===== src/rtl/debug_wb_master.sv =====
// rtl/debug_wb_master.sv - byte-stream command decoder driving single-beat Wishbone cycles
module debug_wb_master #(
    parameter int TIMEOUT   = 255,
    parameter int TIMEOUT_W = 8
) (
    input  logic        wb_clk_i,
    input  logic        wb_rst_i,
    input  logic [7:0]  rx_data,
    input  logic        rx_valid,
    output logic        rx_ready,
    output logic [7:0]  tx_data,
    output logic        tx_valid,
    input  logic        tx_ready,
    output logic [31:0] wb_adr_o,
    output logic [31:0] wb_dat_o,
    input  logic [31:0] wb_dat_i,
    output logic        wb_we_o,
    output logic [3:0]  wb_sel_o,
    output logic        wb_stb_o,
    output logic        wb_cyc_o,
    input  logic        wb_ack_i,
    output logic        busy
);

    typedef enum logic [2:0] {
        S_IDLE,
        S_ADDR,
        S_DATA,
        S_BUS,
        S_RESP
    } state_t;

    localparam logic [7:0] OP_WRITE   = 8'h01;
    localparam logic [7:0] OP_READ    = 8'h02;
    localparam logic [7:0] RSP_WR_OK  = 8'h81;
    localparam logic [7:0] RSP_RD_OK  = 8'h82;
    localparam logic [7:0] RSP_WR_TMO = 8'hE1;
    localparam logic [7:0] RSP_RD_TMO = 8'hE2;
    localparam logic [7:0] RSP_BAD_OP = 8'hEE;

    // The counter value seen on the edge that completes the TIMEOUT-th bus cycle.
    localparam logic [TIMEOUT_W-1:0] TMO_LAST = TIMEOUT_W'(TIMEOUT - 1);

    state_t                 state;
    logic [1:0]             byte_cnt;
    logic [TIMEOUT_W-1:0]   tmo_cnt;
    logic [31:0]            resp_shift;
    logic [2:0]             resp_left;
    logic                   rx_fire;
    logic                   tx_fire;

    // Accept bytes only while collecting a frame; held low throughout reset.
    assign rx_ready = !wb_rst_i &&
                      (state == S_IDLE || state == S_ADDR || state == S_DATA);
    assign rx_fire  = rx_valid && rx_ready;
    assign tx_fire  = tx_valid && tx_ready;
    assign busy     = (state != S_IDLE);

    // Frame decode, bus cycle sequencing and response serialisation.
    always_ff @(posedge wb_clk_i or posedge wb_rst_i) begin
        if (wb_rst_i) begin
            state      <= S_IDLE;
            byte_cnt   <= '0;
            tmo_cnt    <= '0;
            resp_shift <= '0;
            resp_left  <= '0;
            tx_data    <= '0;
            tx_valid   <= 1'b0;
            wb_adr_o   <= '0;
            wb_dat_o   <= '0;
            wb_we_o    <= 1'b0;
            wb_sel_o   <= '0;
            wb_stb_o   <= 1'b0;
            wb_cyc_o   <= 1'b0;
        end else begin
            case (state)
                S_IDLE: begin
                    if (rx_fire) begin
                        byte_cnt <= '0;
                        if (rx_data == OP_WRITE) begin
                            wb_we_o <= 1'b1;
                            state   <= S_ADDR;
                        end else if (rx_data == OP_READ) begin
                            wb_we_o <= 1'b0;
                            state   <= S_ADDR;
                        end else begin
                            tx_data   <= RSP_BAD_OP;
                            tx_valid  <= 1'b1;
                            resp_left <= '0;
                            state     <= S_RESP;
                        end
                    end
                end

                S_ADDR: begin
                    if (rx_fire) begin
                        wb_adr_o <= {wb_adr_o[23:0], rx_data};
                        byte_cnt <= byte_cnt + 2'd1;
                        if (byte_cnt == 2'd3) begin
                            if (wb_we_o) begin
                                state <= S_DATA;
                            end else begin
                                state    <= S_BUS;
                                wb_cyc_o <= 1'b1;
                                wb_stb_o <= 1'b1;
                                wb_sel_o <= 4'hF;
                                tmo_cnt  <= '0;
                            end
                        end
                    end
                end

                S_DATA: begin
                    if (rx_fire) begin
                        wb_dat_o <= {wb_dat_o[23:0], rx_data};
                        byte_cnt <= byte_cnt + 2'd1;
                        if (byte_cnt == 2'd3) begin
                            state    <= S_BUS;
                            wb_cyc_o <= 1'b1;
                            wb_stb_o <= 1'b1;
                            wb_sel_o <= 4'hF;
                            tmo_cnt  <= '0;
                        end
                    end
                end

                S_BUS: begin
                    // Ack is checked first so it wins over a coincident timeout.
                    if (wb_ack_i) begin
                        wb_cyc_o <= 1'b0;
                        wb_stb_o <= 1'b0;
                        wb_sel_o <= '0;
                        tx_valid <= 1'b1;
                        state    <= S_RESP;
                        if (wb_we_o) begin
                            tx_data   <= RSP_WR_OK;
                            resp_left <= '0;
                        end else begin
                            tx_data    <= RSP_RD_OK;
                            resp_shift <= wb_dat_i;
                            resp_left  <= 3'd4;
                        end
                    end else if (tmo_cnt == TMO_LAST) begin
                        wb_cyc_o  <= 1'b0;
                        wb_stb_o  <= 1'b0;
                        wb_sel_o  <= '0;
                        tx_valid  <= 1'b1;
                        tx_data   <= wb_we_o ? RSP_WR_TMO : RSP_RD_TMO;
                        resp_left <= '0;
                        state     <= S_RESP;
                    end else begin
                        tmo_cnt <= tmo_cnt + 1'b1;
                    end
                end

                S_RESP: begin
                    if (tx_fire) begin
                        if (resp_left == 3'd0) begin
                            tx_valid <= 1'b0;
                            state    <= S_IDLE;
                        end else begin
                            tx_data    <= resp_shift[31:24];
                            resp_shift <= {resp_shift[23:0], 8'h00};
                            resp_left  <= resp_left - 3'd1;
                        end
                    end
                end

                default: begin
                    state <= S_IDLE;
                end
            endcase
        end
    end

endmodule


===== config.mk =====
export PLATFORM = sky130hd
export DESIGN_NAME = debug_wb_master
export DESIGN_NICKNAME = d
export VERILOG_FILES = /design/src/rtl/debug_wb_master.sv
export SDC_FILE = /design/constraint.sdc
export NUM_CORES = 1
export LEC_CHECK = 0
export BUFFER_PORTS_ARGS = -buffer_cell sky130_fd_sc_hd__buf_2
export CAP_MARGIN = 20
export CORE_ASPECT_RATIO = 1.1
export CORE_MARGIN = 3
export CORE_UTILIZATION = 54
export DETAILED_ROUTE_END_ITERATION = 12
export PLACE_DENSITY_LB_ADDON = 0.3
export SETUP_SLACK_MARGIN = 0.1
export SLEW_MARGIN = 10
export SYNTH_ARGS = -nofsm -noshare
export SYNTH_HDL_FRONTEND = slang
export SYNTH_SLANG_ARGS = --single-unit

===== constraint.sdc =====
create_clock -name wb_clk_i -period 4.8 [get_ports wb_clk_i]
set_input_delay 0.48 -clock wb_clk_i [delete_from_list [all_inputs] [get_ports wb_clk_i]]
set_output_delay 0.48 -clock wb_clk_i [all_outputs]
set_load 0.02 [all_outputs]

==> flow_summary.ini <==
[route]
route.detailed.drc = 0
dr.pass1.iters = 5
drtIter0Drc = 228
num_vias = 4015
routed_wl_mm = 11.9
ant_nets = 0
wire_per_inst_um = 16.5
viasPerCell = 5.58

[yosys]
synth_top_family_by_area = multiplexers
synth-async-reset-ratio_pct = 100
synth_fa_ha_area_share_pct = 1.17
syn_inst = 465
ys.warnings.count = 0
syn_area_per_cell_um2 = 11.5
synth_compound_area_share_pct = 10.8
synth.distinct_cells = 43
synthSimpleGateAreaFrac_pct = 12.2
muxShareOfSynthArea_pct = 13.0
yosysSeqAreaShare_pct = 57.5
synth-edff-count = 0
ys.flop_type = dfrtp_1
synthXorXnorAreaFrac_pct = 0.655
synthesis.nets = 515
syn-cell-area_um2 = 5350
synth-seq-cells = 123

[sta]
relSlewSlack_pct = 33.2
tightest_slew_ps = 1000
post-route-period-util_pct = 49.6
tns_ps = 0
holdWs_ps = 179
fin_crit_ps = 2380
finalMaxSlewViolations = 0
finalWorstSetupSlack_ps = 2420
rsz0062_at_grt = no
finalSetupViolations = 0
fmax_mhz = 420
finalHoldViolCount = 0
clock-skew-final_ps = 7.05

[cts]
cts-root-buf = clkbuf_8
path_clk_slew_ps = 60
htreeDepth = 4
numCtsBuffers = 17
cts_tree = done
clock_path_buffers = 2
clock_latency_ps = 520
cts.sinks = 123
cts_resized = 0
cts_setup_buffers = 0

[die]
die_w_um = 101
io-pin-count = 127
initial_utilization_pct = 56.4
fp.dieH_um = 110
die_area_um2 = 11100
rows = 37
core_area_um2 = 9490

[grt]
overflow = 0
grt_use_total_pct = 22.7
grt_pass1_vias = 3946
grt_pass1_wl_mm = 19.3
antenna_found_initial = 0
grt_max_degree = 81

[placed_design]
portBuffers = 126
place.detailed.hpwl_mm = 7.81
pre_cts_ws_ps = 2010
gp_congestion = 0.870

[outcome]
outcome = finished, final reports clean

[power]
seq_power_share_pct = 38.5
comb_power_share_pct = 20.1
pwr_density_cell_nw_per_um2 = 504
power_switching_uw = 979
power.leakage_uw = 0.00350
p_clk_share_pct = 41.5
peakVddDrop_mv = 0.256
internal-power_uw = 2380
switching_share_pct = 29.1

[min_path]
hold_end = resp_shift[6]
hp-start = wb_dat_i[6]
holdPathStages = 2
holdCritPathClass = in2reg

[finish]
multi_input_area_um2 = 2030
final_util_pct = 70.3
nets = 639
n_fill_cell = 676
register_area_um2 = 3080
diodes = 0
drive_gt1_share_pct = 38.7
syn2layout_area_growth_pct = 24.6

[setup_path]
critPathLaunchType = flip-flop
reg2reg_from = state[2]
r2r-end = resp_shift[13]
crit_slowest_cell = dfrtp_1
worstPathArrival_ps = 2820
crit_fanout = 48
slowest_delay_ps = 510
path_class = reg2reg
path_cells = and3b_1 -> and3_1 -> or2_4 -> nor2_1 -> a31oi_1
cp-end-kind = flip-flop
cp_data_required_time_ps = 5240
worst_r2r_path_depth = 5
r2r_slack_ps = 2420

[flow_run]
cap_viol_max_count = 0
critical path, delay by kind of cell (launching register included):
| family | cells | cell delay (ps) |
|---|---|---|
| flops | 1 | 510 |
| simple gates | 4 | 1600 |
| compound gates | 1 | 160 |
state kept, by name, summed over array words and instances, names as in the netlist, 2 cells and up:
register / flops
resp_left: 3
state: 3
resp_shift: 32
tx_data: 8
tmo_cnt: 8
byte_cnt: 2
wb_adr_o: 32
wb_dat_o: 32
power by group through the flow:
stage | sequential, µW | clock, µW | combinational (µW)
after floorplan | 1330 | 0 | 505
after global placement | 1300 | 0 | 627
after detailed placement | 1310 | 0 | 648
after CTS | 1290 | 1400 | 666
after global routing | 1310 | 1460 | 769
final | 1290 | 1390 | 674
timing repair:
item / in CTS / in global routing
hold buffers: 0 / 1
endpoints found under the setup margin: 0 / 0
endpoints found under the hold margin: 0 / 2
final cells by class:
cell class | instances | share of cell area (%)
sequential | 123 | 46.2
multi-input combinational | 300 | 30.4
timing repair buffer | 133 | 10.7
clock buffer | 21 | 6.89
clock inverter | 11 | 2.83
tap | 117 | 2.20
inverter | 14 | 0.826
synthesized netlist by cell type, drive strengths merged, types with 5 or more instances:
| library cell | count | area, µm² |
|---|---|---|
| dfrtp | 123 | 3080 |
| nand2 | 70 | 263 |
| mux2 | 62 | 698 |
| nor2 | 36 | 135 |
| a31oi | 30 | 188 |
| o21ai | 26 | 130 |
| buf | 20 | 163 |
| inv | 14 | 52.6 |
| a22o | 9 | 78.8 |
| clkbuf | 8 | 30.0 |
| a21oi | 7 | 35.0 |
| ha | 5 | 62.6 |
| nor3 | 5 | 36.3 |
logic make-up (layout without fill, tap and decap cells):
logic type | count (synthesis) | count (layout)
AOI/OAI and AO/OA | 88 | 88
xor gates and xnor gates | 4 | 4
adders and majority gates | 5 | 5
buffers and inverters | 42 | 179
DFF | 123 | 123
muxes | 62 | 62
and+or+nand+nor | 141 | 141
placed cells by master (no fill, tap or decap), types with 3 or more instances in the layout:
master       n
a21oi_1      7
a22o_1       9
a31oi_1     30
and2_1       3
and3_1       3
and4_1       3
buf_2      126
buf_4        4
bufinv_16    5
clkbuf_16   16
clkbuf_8     4
clkinv_2     3
dfrtp_1    123
ha_1         5
inv_1       13
mux2_2      62
nand2_1     70
nand3_1      3
nand4_1      3
nor2_1      36
nor3_1       4
o211ai_1     4
o21ai_0     26
or3_1        4
xor2_1       4
metrics by stage:
stage / total power [µW] / instance area [µm²] / instances
floorplan: 1830 / 5350 / 465
global placement: 1930 / 5970 / 684
detailed placement: 1960 / 5970 / 684
CTS: 3360 / 6620 / 716
global route: 3540 / 6670 / 719
finish: 3360 / 6670 / 719
routing by layer:
layer	track usage [%]	vias to the layer above	routed length, µm
li1	-	1894	-
met1	29.7	1989	5140
met2	36.5	116	6020
met3	6.54	16	551
met4	7.41	0	171
met5	0	-	0
how the worst max path moves through the flow:
stage / startpoint / to / slack (ps) / cells after the start
2_1_floorplan: wb_rst_i / byte_cnt[0] / 1050 / 1
6_report: state[2] / resp_shift[13] / 2420 / 5
3_3_place_gp: state[2] / resp_left[2] / 2090 / 5
5_1_grt: state[1] / resp_shift[20] / 2230 / 5
3_5_place_dp: state[1] / tx_data[2] / 2010 / 4
4_1_cts: state[2] / tx_data[5] / 1940 / 4
Note: power is estimated with default switching activity, not from simulation.
